==> config.mk <==
export PLATFORM = sky130hd
export DESIGN_NAME = string_frame_ctrl
export DESIGN_NICKNAME = d
export VERILOG_FILES = /design/src/rtl/string_frame_ctrl.sv
export SDC_FILE = /design/constraint.sdc
export NUM_CORES = 1
export LEC_CHECK = 0
export ABC_AREA = 1
export BUFFER_PORTS_ARGS = -buffer_cell sky130_fd_sc_hd__buf_2
export CAP_MARGIN = 5
export CORE_MARGIN = 2
export CORE_UTILIZATION = 56
export DETAILED_ROUTE_END_ITERATION = 8
export PLACE_DENSITY = 0.83
export SLEW_MARGIN = 25
export SYNTH_ARGS = -nofsm -noshare
export SYNTH_HDL_FRONTEND = slang
export SYNTH_SLANG_ARGS = --single-unit
==> constraint.sdc <==
create_clock -name clk -period 1.65 [get_ports clk]
set_input_delay 0.165 -clock clk [delete_from_list [all_inputs] [get_ports clk]]
set_output_delay 0.165 -clock clk [all_outputs]
set_load 0.02 [all_outputs]
==> src/rtl/string_frame_ctrl.sv <==
// Framing controller: splits a handshaked byte stream at TERM, checks each string
// against digit(op digit)* and emits one result record (verdict, length, operators, overflow) per string.
module string_frame_ctrl #(
  parameter logic [7:0] TERM    = 8'h0A,
  parameter int         MAX_LEN = 255,
  parameter int         LEN_W   = 8
) (
  input  logic             clk,
  input  logic             clr,
  input  logic [7:0]       in_data,
  input  logic             in_valid,
  output logic             in_ready,
  input  logic             flush,
  output logic             live_ok,
  output logic             res_valid,
  input  logic             res_ready,
  output logic             res_ok,
  output logic [LEN_W-1:0] res_len,
  output logic [LEN_W-1:0] res_ops,
  output logic             res_too_long
);

  typedef enum logic [1:0] {START, DIG, OP, ERR} state_t;

  localparam logic [LEN_W-1:0] MAX_CNT = LEN_W'(MAX_LEN);

  state_t           state_q, state_d;
  logic [LEN_W-1:0] len_q, len_d;
  logic [LEN_W-1:0] ops_q, ops_d;
  logic             too_long_q, too_long_d;
  logic             live_ok_q, live_ok_d;
  logic             res_valid_q, res_valid_d;
  logic             res_ok_q, res_ok_d;
  logic [LEN_W-1:0] res_len_q, res_len_d;
  logic [LEN_W-1:0] res_ops_q, res_ops_d;
  logic             res_too_long_q, res_too_long_d;

  logic accept, is_term, is_digit, char_accept, term_accept;

  assign in_ready    = !res_valid_q || res_ready;
  assign accept      = in_valid && in_ready;
  assign is_term     = (in_data == TERM);
  assign is_digit    = (in_data >= 8'h30) && (in_data <= 8'h39);
  // flush drops whatever byte happens to be accepted alongside it
  assign char_accept = accept && !is_term && !flush;
  assign term_accept = accept && is_term && !flush;

  always_comb begin
    state_d    = state_q;
    len_d      = len_q;
    ops_d      = ops_q;
    too_long_d = too_long_q;
    live_ok_d  = live_ok_q;

    if (flush || term_accept) begin
      state_d    = START;
      len_d      = '0;
      ops_d      = '0;
      too_long_d = 1'b0;
      live_ok_d  = 1'b0;
    end else if (char_accept) begin
      unique case (state_q)
        START:   state_d = is_digit ? DIG : ERR;
        DIG:     state_d = is_digit ? ERR : OP;
        OP:      state_d = is_digit ? DIG : ERR;
        default: state_d = ERR;
      endcase
      if (len_q == MAX_CNT) too_long_d = 1'b1;
      else                  len_d      = len_q + 1'b1;
      if (!is_digit && ops_q != MAX_CNT) ops_d = ops_q + 1'b1;
      live_ok_d = (state_d == DIG);
    end
  end

  // Result register: a new terminator reloads it even on the edge the old record is consumed
  always_comb begin
    res_valid_d    = res_valid_q;
    res_ok_d       = res_ok_q;
    res_len_d      = res_len_q;
    res_ops_d      = res_ops_q;
    res_too_long_d = res_too_long_q;

    if (term_accept) begin
      res_valid_d    = 1'b1;
      res_ok_d       = (state_q == DIG) && !too_long_q;
      res_len_d      = len_q;
      res_ops_d      = ops_q;
      res_too_long_d = too_long_q;
    end else if (res_valid_q && res_ready) begin
      res_valid_d = 1'b0;
    end
  end

  always_ff @(posedge clk or posedge clr) begin
    if (clr) begin
      state_q        <= START;
      len_q          <= '0;
      ops_q          <= '0;
      too_long_q     <= 1'b0;
      live_ok_q      <= 1'b0;
      res_valid_q    <= 1'b0;
      res_ok_q       <= 1'b0;
      res_len_q      <= '0;
      res_ops_q      <= '0;
      res_too_long_q <= 1'b0;
    end else begin
      state_q        <= state_d;
      len_q          <= len_d;
      ops_q          <= ops_d;
      too_long_q     <= too_long_d;
      live_ok_q      <= live_ok_d;
      res_valid_q    <= res_valid_d;
      res_ok_q       <= res_ok_d;
      res_len_q      <= res_len_d;
      res_ops_q      <= res_ops_d;
      res_too_long_q <= res_too_long_d;
    end
  end

  assign live_ok      = live_ok_q;
  assign res_valid    = res_valid_q;
  assign res_ok       = res_ok_q;
  assign res_len      = res_len_q;
  assign res_ops      = res_ops_q;
  assign res_too_long = res_too_long_q;

endmodule
# ---- Yosys cells after proc, flatten, opt, wreduce, memory -nomap -nowiden
# Index checks and enable logic that the tools add are counted.
dict set report op_classes {
  add_sub_neg 2
  mux 20
  reduce_logical 25
  magnitude_cmp 2
  eq_ne 7
}
# operator count
set ops {}
lappend ops {{8-bit two-way mux} 6}
lappend ops {{8-bit by 1-bit adder with 8-bit output (second input constant)} 2}
lappend ops {{2-bit two-way mux} 5}
lappend ops {{1-bit logical AND} 9}
lappend ops {{8-bit by 4-bit equality test with 1-bit output (second input constant)} 1}
lappend ops {{8-bit equality test (second input constant)} 1}
lappend ops {{8-bit by 6-bit greater-or-equal comparator with 1-bit output (second input constant)} 1}
lappend ops {{8-bit by 6-bit less-or-equal comparator with 1-bit output (second input constant)} 1}
lappend ops {{1-bit two-way mux} 8}
lappend ops {{8-bit != test (second input constant)} 1}
lappend ops {{2-bit nonzero test} 4}
lappend ops {{2-bit AND reduction} 3}
lappend ops {{1-bit zero test} 5}
lappend ops {{2-bit by 1-bit equality test with 1-bit output (second input constant)} 2}
lappend ops {{2-bit case mux with 2 select lines} 1}
lappend ops {{2-bit equality test (second input constant)} 1}
lappend ops {{2-bit zero test} 1}
lappend ops {{1-bit logical OR} 2}
lappend ops {{2-bit != test (second input constant)} 1}
lappend ops {{2-bit OR reduction} 1}
dict set report word_totals {
  out_inout_bits 21
  register_bits 39
}

# ---- Depth between registers and ports, before layout
# Gate-level depths: netlist of run 1.
dict set report logic_depth {
  ltp_word 10
  mapped_depth 9
  depth_no_buf 9
}

# ---- Worst setup path after synthesis of run 1
# OpenSTA, ideal clock, no wires.
dict set report synth_timing {
  kind {reg-to-reg}
  start {register res_valid_q, in the netlist res_valid}
  end {register len_q[0]}
  arrival_time_ps 1234
  path_stages_with_launch 8
  path_slack_ps 296
  synth_period_minus_slack_ps 1354
  cell_sequence {dfrtp_1 > nand2_2 > nand2_2 > nand2_2 > nand2_4 > inv_2 > nor2_1 > nor3_2}
}
dict set report synth_between {
  elab_chain_len 8
}
# item line
set synth_rtl {}
lappend synth_rtl {{from (decl)} 32} ;# logic res_valid_q, res_valid_d;
lappend synth_rtl {{from (signal assigned)} 112} ;# res_valid_q <= res_valid_d;
lappend synth_rtl {{1-bit zero test (*)} 40} ;# assign in_ready = !res_valid_q || res_ready;
lappend synth_rtl {{1-bit logical OR (*)} 40}
lappend synth_rtl {{via in_ready} 12} ;# output logic in_ready,
lappend synth_rtl {{1-bit logical AND (*)} 41} ;# assign accept = in_valid && in_ready;
lappend synth_rtl {{1-bit logical AND (2 in a row)} 46} ;# assign term_accept = accept && is_term && !flush;
lappend synth_rtl {{1-bit logical OR} 55} ;# if (flush || term_accept) begin
lappend synth_rtl {{2-bit != test (no line) / 2-bit nonzero test (equally long branches)} -}
lappend synth_rtl {{2-bit AND reduction (no line)} -}
lappend synth_rtl {{to (signal assigned)} 108} ;# len_q <= len_d;
lappend synth_rtl {{to (decl)} 28} ;# logic [LEN_W-1:0] len_q, len_d;
# The timed path passes the listed nets; every way through them passes the cells marked *.
# A chain may end at the register's enable or synchronous reset.

# ---- Worst setup path after layout of run 1
dict set report layout_timing {
  start {register res_valid_q, in the netlist res_valid}
  end {register res_ok_q, in the netlist res_ok}
}
dict set report layout_between {
  elab_chain_len 5
}
# item line
set layout_rtl {}
lappend layout_rtl {{1-bit zero test} 40}
lappend layout_rtl {{1-bit logical OR} 40}
lappend layout_rtl {{1-bit logical AND} 41}
lappend layout_rtl {{1-bit logical AND (2 in a row)} 46}
lappend layout_rtl {{to (signal assigned)} 113} ;# res_ok_q <= res_ok_d;
lappend layout_rtl {{to (decl)} 33} ;# logic res_ok_q, res_ok_d;
# No other way between the ends.

==> results.txt, run 1 <==
The minimum clock period after layout is 1.48 ns. Post-CTS timing repair inserted 0 buffers for setup. Areal power density over the cells: 730 mW/mm2.

The total overflow left after global routing is 0. The highest ir drop seen on vdd was 0.442 mV. Once the clock tree was built, the resizer swapped 0 gates to a different size.

Setup repair after global routing left no endpoint under its margin. The floorplan step defined a core boundary enclosing 0.00369 mm2. Once the floorplan was initialized, standard cells occupied 58.4% of the core.

The detail route stage leaves a number of antenna-violating nets equal to 0. The number of synthesized flops with an enable pin is 0. A synthesized cell averages 7.95 um2. Counting along the longest clock path gives a buffer depth of 2. The number of levels in the clock H-tree was 2.

Counting the fill cells in the layout gives 332. The first global-routing pass estimated 7470 um of wire. Global routing used 22.3% of the available tracks across all layers. For this block, the routed nets add up to 4130 um of wire. Count of vias placed by the detailed router: 1,847. The part of the cycle the worst path needs was 90.0%. The total number of yosys warnings was 0; the total number of nets in the final design was 326. Across all setup checks in the final design, the least slack found is 0.165 ns. The worst hold path stage count was 4; the area of all placed cells without fillers was 0.00246 mm2. The die area came out at 0.00436 mm2. After the first detailed-routing iteration, the DRC count stood at 80. The path with the worst hold slack has its endpoint at res_valid. In this run, placement finished with an instance count of 351.

In this run the core area contains 22 standard-cell rows. In this run, synthesis produced a sequential element count of 39. The critical path starts at res_valid. The worst clock skew was 0.00324 ns; the number of cells on the worst reg-to-reg path was 5. Based on the critical path, the design can be clocked at up to 673 MHz.

The largest fanout on the critical path works out to 18. The finished layout holds 359 standard cells, fillers aside. TritonCTS built the clock tree.

In the layout the commonest cells are 87 x sky130_fd_sc_hd__nand2_1, 39 x sky130_fd_sc_hd__dfrtp_1, 33 x sky130_fd_sc_hd__buf_2, 29 x sky130_fd_sc_hd__inv_1, 25 x sky130_fd_sc_hd__nor2_1. The pin count of the biggest net entering global routing was 40. The wire length per cell after detailed routing came out at 11.5 um. The run gives 67.9% as the headroom to the max-slew limit. Measured on the finished design, the core utilization comes to 66.8%. For this design the static power due to leakage is 1.37 nW. The kind of start point of the critical path is a flop. Summing all placed instances gives a cell area of 0.00237 mm2.

For the pre-CTS setup slack, the log shows 0.159 ns. Endpoint of the most critical register-to-register path: res_ok. The post-route netlist has 24.1% of its cells at a drive strength greater than 1. Detailed placement ended at an HPWL of 2980 um. For this run, the detailed router's first-pass iteration total came to 4. Synthesis produced a netlist with a net count of 286. The tools report the number of antenna violations at the first check in global routing as 0. The via count of the first global-routing pass is 1,682.

The flow ran to the end, and the final reports show no timing, DRC or antenna violations. The library cell used most frequently in the layout, excluding fill and tap cells, is sky130_fd_sc_hd__nand2_1. The area growth from synthesis to layout is 14.4%.

During placement, the flow inserted port buffers numbering 33. The origin of the worst min-delay path is res_ready. At the later pin of the worst-skew pair, clock insertion delay measures 0.29 ns.

Measured along the x axis, the die boundary spans 66.0 um. Clock tree synthesis selected as its root buffer the cell sky130_fd_sc_hd__clkbuf_8. Buffers inserted during clock tree synthesis total 5.

After technology mapping, the gate count stands at 271. Summing all multi-input logic gate instances after layout gives 0.00101 mm2. In this run the worst hold path is classified as in2reg. Footprint of the flip-flops and latches: 976 um2. The logs give 0 for the total count of max-transition violations in the final report and 0 for the hold violation total from the final report.

STA puts the critical path data arrival time at 1.66 ns. Kind of end point of the critical path: a flop. The leading register cell type out of synthesis is sky130_fd_sc_hd__dfrtp_1.

34 I/O pins were placed. The weighted congestion at the end of routability-driven global placement is 0.885, and the height of the die is 66.0 um. The number of antenna diodes in the final layout is 0. Summing every instance area after synthesis gives 0.00215 mm2. The completed layout was analyzed and its total power is 1.80 mW.

The async set or reset register ratio after synthesis came out at 100%. The setup check on the worst reg-to-reg path leaves a slack of 0.17 ns. The required time of the critical path is 1.83 ns, and the final hold slack is 0.190 ns. The run gives 0 as the remaining design rule violation count.

Synthesis instantiated 30 different standard cells from the library. The worst register-to-register path begins at res_valid. The final setup violation count is 0, and the total negative setup slack is 0 ns. Sequential elements use 45.3% of the synthesized area.

The number of buffers inserted for hold repair after clock tree synthesis was 1; the number of maximum-capacitance violations was 0. At the pin with the least slew margin, the transition time is 0.481 ns. Clock tree synthesis found a total of 39 sinks. Dividing the detail-routed via count by the number of cells gives 5.14. Clock-pin slew was measured on the worst setup and hold paths at 0.07 ns. Category of the critical setup timing path: reg2reg.
[routing by layer]
metal,GRT usage (%),vias to the layer above,wire (um)
met3,4.77,8,144
met2,34.8,32,1970
met5,0,-,0
met4,8.93,0,73
li1,-,948,-
met1,30.2,859,1940
[where the power goes]
part	total, mW	switching (mW)	internal [mW]
clock network	0.647	0.319	0.328
logic	0.161	0.109	0.0516
registers	0.991	0.0184	0.973
total	1.80	0.447	1.35
[registers in the layout (all words and copies together), names as in the netlist]
name / cells
res_ops: 8
res_too_long: 1
len_q: 8
ops_q: 8
live_ok: 1
res_valid: 1
too_long_q: 1
res_ok: 1
res_len: 8
state_q: 2
[critical path: stages (launching register included)]
cell and delay [ns]:
sky130_fd_sc_hd__dfrtp_1 0.42, sky130_fd_sc_hd__a21oi_4 0.24, sky130_fd_sc_hd__nand4_4 0.30, sky130_fd_sc_hd__buf_4 0.29, sky130_fd_sc_hd__nand2_1 0.06, sky130_fd_sc_hd__o21ai_1 0.06
[logic make-up (layout without fill, tap and decap cells)]
family | count (synthesis) | in the layout | synth area share (%)
AND/OR/NAND/NOR | 168 | 168 | 36.6
adder cells (fa/ha/maj) | 2 | 2 | 1.16
flip-flops | 39 | 39 | 45.3
XOR/XNOR | 5 | 5 | 2.03
buffers and inverters | 38 | 78 | 7.84
AO/OA/AOI/OAI | 19 | 19 | 7.03
[worst max-delay path by stage]
stage / endpoint
floorplan: len_q[0]
global placement: ops_q[0]
global route: ops_q[5]
finish: res_ok
detailed placement: res_ok
CTS: res_ok
[cell usage after synthesis (2+ instances only)]
master,number,area [um2]
sky130_fd_sc_hd__a21oi_4,2,32.5
sky130_fd_sc_hd__buf_6,3,33.8
sky130_fd_sc_hd__dfrtp_1,39,976
sky130_fd_sc_hd__ha_1,2,25.0
sky130_fd_sc_hd__inv_1,29,109
sky130_fd_sc_hd__inv_2,3,11.3
sky130_fd_sc_hd__nand2_1,87,327
sky130_fd_sc_hd__nand2_2,6,37.5
sky130_fd_sc_hd__nand3_1,24,120
sky130_fd_sc_hd__nand4_1,15,93.8
sky130_fd_sc_hd__nor2_1,25,93.8
sky130_fd_sc_hd__nor2_2,3,18.8
sky130_fd_sc_hd__nor2_4,2,22.5
sky130_fd_sc_hd__o21ai_0,5,25.0
sky130_fd_sc_hd__o21ai_2,8,70.1
sky130_fd_sc_hd__xor2_1,4,35.0
[layout make-up]
| type | count | share of cell area (%) |
|---|---|---|
| Inverter | 33 | 5.13 |
| Clock inverter | 1 | 0.203 |
| Clock buffer | 6 | 3.35 |
| Sequential cell | 39 | 39.6 |
| Multi-Input combinational cell | 194 | 41.0 |
| Tap cell | 48 | 2.44 |
| Timing Repair Buffer | 38 | 8.32 |
(Power assumes the default switching activity.)
==> run 2: changes to the inputs <==
--- a/config.mk
+++ b/config.mk
@@ -16,3 +16,4 @@
 export SYNTH_ARGS = -nofsm -noshare
 export SYNTH_HDL_FRONTEND = slang
 export SYNTH_SLANG_ARGS = --single-unit
+export TNS_END_PERCENT = 50
==> constraint.sdc (replaced) <==
create_clock -name clk -period 1.4 [get_ports clk]
set_input_delay 0.14 -clock clk [delete_from_list [all_inputs] [get_ports clk]]
set_output_delay 0.14 -clock clk [all_outputs]
set_load 0.02 [all_outputs]
==> run 2 against run 1 <==
  * Utilization is 4.7 points higher
  * Via count is 5.6% higher
  * Flip-flop and latch count stayed put
  * Sequential power is 18% higher
  * Combinational power is 52% higher
  * Critical path type unchanged
==> results.txt, run 2 (synthesized netlist as in run 1, its figures left out) <==
The run finished with clean final reports. The data arrival time of the worst path was 1.61 ns (was 1.66 ns); the minimum clock period after layout was 1.37 ns (was 1.48 ns). The area overhead of the layout relative to synthesis is 22.5% (was 14.4%), and the x dimension of the die is 66.0 um (unchanged). The kind of end point of the critical path is a flop (unchanged). Startpoint of the worst register-to-register path: ops_q[0] (was res_valid). The number of cells on the worst reg-to-reg path was 7 (was 5); the worst clock skew was 0.00835 ns (was 0.00324 ns).

TritonCTS built the clock tree. The required time of the critical path was 1.64 ns (was 1.83 ns); the effective utilization at floorplan was 58.4% (unchanged). The highest clock frequency the design can meet is 731 MHz (was 673 MHz). The CTS clock-pin slew for the worst setup and hold paths came out at 0.08 ns (was 0.07 ns). The weighted congestion at the end of routability-driven global placement is 0.864 (was 0.885), and the number of buffers created by CTS is 5 (unchanged). The placeable core region was 0.00369 mm2 (unchanged); the height of the die was 66.0 um (unchanged).

The origin of the worst min-delay path was res_ready (unchanged). The final cell count without fillers is 372 (was 359), and the ratio of routed vias to standard cells is 5.24 (was 5.14). The part of the cycle the worst path needs was 97.7% (was 90.0%); the area of all placed cells without fillers was 0.00264 mm2 (was 0.00246 mm2). The transition time at the pin with the least slew margin came out at 0.498 ns (was 0.481 ns). The logs give 0 (unchanged) for the remaining design rule violation count and 0 (unchanged) for the total inserted antenna cells. The number of levels in the clock H-tree is 2 (unchanged).

Cell at the root of the clock tree: sky130_fd_sc_hd__clkbuf_8 (unchanged). The total grt overflow is 0 (unchanged), and the flop-to-flop setup slack is 0.03 ns (was 0.17 ns). The area after detailed placement was 0.00246 mm2 (was 0.00237 mm2); the clock latency on the worst-skew pair was 0.30 ns (was 0.29 ns). The count of boundary I/O pins is 34 (unchanged). Category of the critical setup timing path: reg2reg (unchanged).

The number of nets still failing antenna checks after routing came out at 0 (unchanged). The run gives 360 (was 351) as the placed cell count. The via count of the first global-routing pass was 1,805 (was 1,682). The tools report the kind of start point of the critical path as a flop (unchanged).

The logs give 71.6% (was 66.8%) for the final standard cell utilization of the core and 560 uW (was 447 uW) for the net switching power figure. The headroom to the max-slew limit is 66.8% (was 67.9%), and the total number of nets in the final design is 339 (was 326). The largest fanout on the critical path came out at 3 (was 18).

The hold path endpoint was res_valid (unchanged). The cell row count is 22 (unchanged). The logs give 1.62 mW (was 1.35 mW) for the design internal power and 0.722 mV (was 0.442 mV) for the highest ir drop seen on vdd. The tools report the maximum number of buffers from clock root to sink as 2 (unchanged).

The areal power density over the cells is 826 mW/mm2 (was 730 mW/mm2), and the post-detailed-routing wire length is 4720 um (was 4130 um). The wire length per cell after detailed routing works out to 12.7 um (was 11.5 um). Share of total power in sequential cells: 53.5% (was 55.1%). The die area is 0.00436 mm2 (unchanged), and the final hold slack is 0.162 ns (was 0.190 ns). The violation count after the first detailed-routing iteration was 138 (was 80). For the first-pass GRT wire length, the log shows 7560 um (was 7470 um). The logs give 4 (unchanged) for the number of optimization iterations in the first detailed-route pass and 0 (unchanged) for the hold violation total from the final report. The run gives 0 (unchanged) as the total count of max-transition violations in the final report. The fraction of layout instances using a drive strength above 1 came out at 29.3% (was 24.1%). The number of port buffers is 33 (unchanged), and the half-perimeter wire length of the detailed placement result is 3280 um (was 2980 um). The switching power share of the total came out at 25.6% (was 24.8%).

The run gives 1,950 (was 1,847) as the count of vias placed by the detailed router. Most common library cell in the layout ignoring fill and taps: sky130_fd_sc_hd__nand2_1 (unchanged). The tools report the number of maximum-capacitance violations as 0 (unchanged). For the global routing usage summed across all routing layers, the log shows 22.5% (was 22.3%).

The combinational cell fraction of total power was 11.2% (was 8.9%). The kind of path behind the tightest hold check is in2reg (unchanged). The worst hold path stage count works out to 4 (unchanged). The final setup violation count was 0 (unchanged). The total negative setup slack is 0 ns (unchanged).

The relative contribution of the clock network to total power was 35.4% (was 36.0%). The leakage dissipation is 1.48 nW (was 1.37 nW), and the pin count of the biggest net entering global routing is 40 (unchanged). The run gives 39 (unchanged) as the total clock sinks. Commonest cells after routing, fill and taps aside: 85 x sky130_fd_sc_hd__nand2_1, 39 x sky130_fd_sc_hd__dfrtp_1, 33 x sky130_fd_sc_hd__buf_2, 29 x sky130_fd_sc_hd__inv_1, 24 x sky130_fd_sc_hd__nand3_1 (was 87 x sky130_fd_sc_hd__nand2_1, 39 x sky130_fd_sc_hd__dfrtp_1, 33 x sky130_fd_sc_hd__buf_2, 29 x sky130_fd_sc_hd__inv_1, 25 x sky130_fd_sc_hd__nor2_1).

The run gives 0 (unchanged) as the number of antenna violations at the first check in global routing. Endpoint of the most critical register-to-register path: ops_q[1] (was res_ok).
-- run 2: cell types whose count changed in the layout (fill, tap and decap cells not counted), moves of 2 or more --
cell                      before  now
sky130_fd_sc_hd__nor2_1       25   22
sky130_fd_sc_hd__ha_1          2    0
sky130_fd_sc_hd__buf_12        0    2
sky130_fd_sc_hd__nor2_2        3    6
sky130_fd_sc_hd__nand2_1      87   85
sky130_fd_sc_hd__nand2_4       1    3
sky130_fd_sc_hd__buf_4         4   14
-- run 2: timing repair --
| action | 4_1_cts | 5_1_grt |
|---|---|---|
| resized for setup | 0 | 14 |
| setup endpoints to repair | 0 | 17 |
| setup buffers | 0 | 3 |
| endpoints found under the hold margin | 39 | 0 |
| hold buffers | 1 | 0 |
-- run 2: power by group through the flow --
stage | sequential (mW) | combinational (mW) | clock, mW
3_3_place_gp | 1.18 | 0.211 | 0
5_1_grt | 1.17 | 0.272 | 0.823
6_report | 1.17 | 0.244 | 0.772
4_1_cts | 1.16 | 0.218 | 0.783
3_5_place_dp | 1.18 | 0.216 | 0
2_1_floorplan | 1.19 | 0.131 | 0
-- run 2: worst max-delay path by stage --
stage	start	end	slack [ns]	cells past startpoint
finish	ops_q[0]	ops_q[1]	0.03	7
global route	ops_q[0]	ops_q[2]	-0.05	8
CTS	ops_q[0]	ops_q[1]	0.01	7
detailed placement	len_q[0]	len_q[0]	0.03	8
global placement	res_valid	len_q[3]	0.06	4
floorplan	res_valid	len_q[0]	0.05	7
-- run 2: final cells by class --
class	count	area (um2)
flip-flops and latches	39	976
inverters	33	131
well taps	48	60.1
repair buffers	50	320
clock buffers	6	82.6
multi-input cells	195	1060
clock inverters	1	5.00
fillers	297	1050
-- run 2: worst max-delay path, stage by stage, from the launching register on --
cell and delay [ns]:
sky130_fd_sc_hd__dfrtp_1 0.43, sky130_fd_sc_hd__ha_4 0.20, sky130_fd_sc_hd__nand2_4 0.07, sky130_fd_sc_hd__nor2_2 0.04, sky130_fd_sc_hd__nand2_2 0.11, sky130_fd_sc_hd__nand3_1 0.09, sky130_fd_sc_hd__or2_2 0.30, sky130_fd_sc_hd__nand2_1 0.06
-- run 2: metrics by stage --
step	total power, mW	setup WS, ns
floorplan	1.32	0.0457
global placement	1.39	0.0622
detailed placement	1.40	0.0277
CTS	2.16	0.0120
global route	2.26	-0.0458
finish	2.18	0.0321
-- run 2: per-layer routing --
| metal | wire (um) | vias to the layer above | GRT usage, % |
|---|---|---|---|
| met5 | 0 | - | 0 |
| met4 | 66 | 0 | 7.14 |
| met3 | 249 | 7 | 5.11 |
| met2 | 2380 | 65 | 40.0 |
| met1 | 2020 | 903 | 27.0 |
| li1 | - | 975 | - |
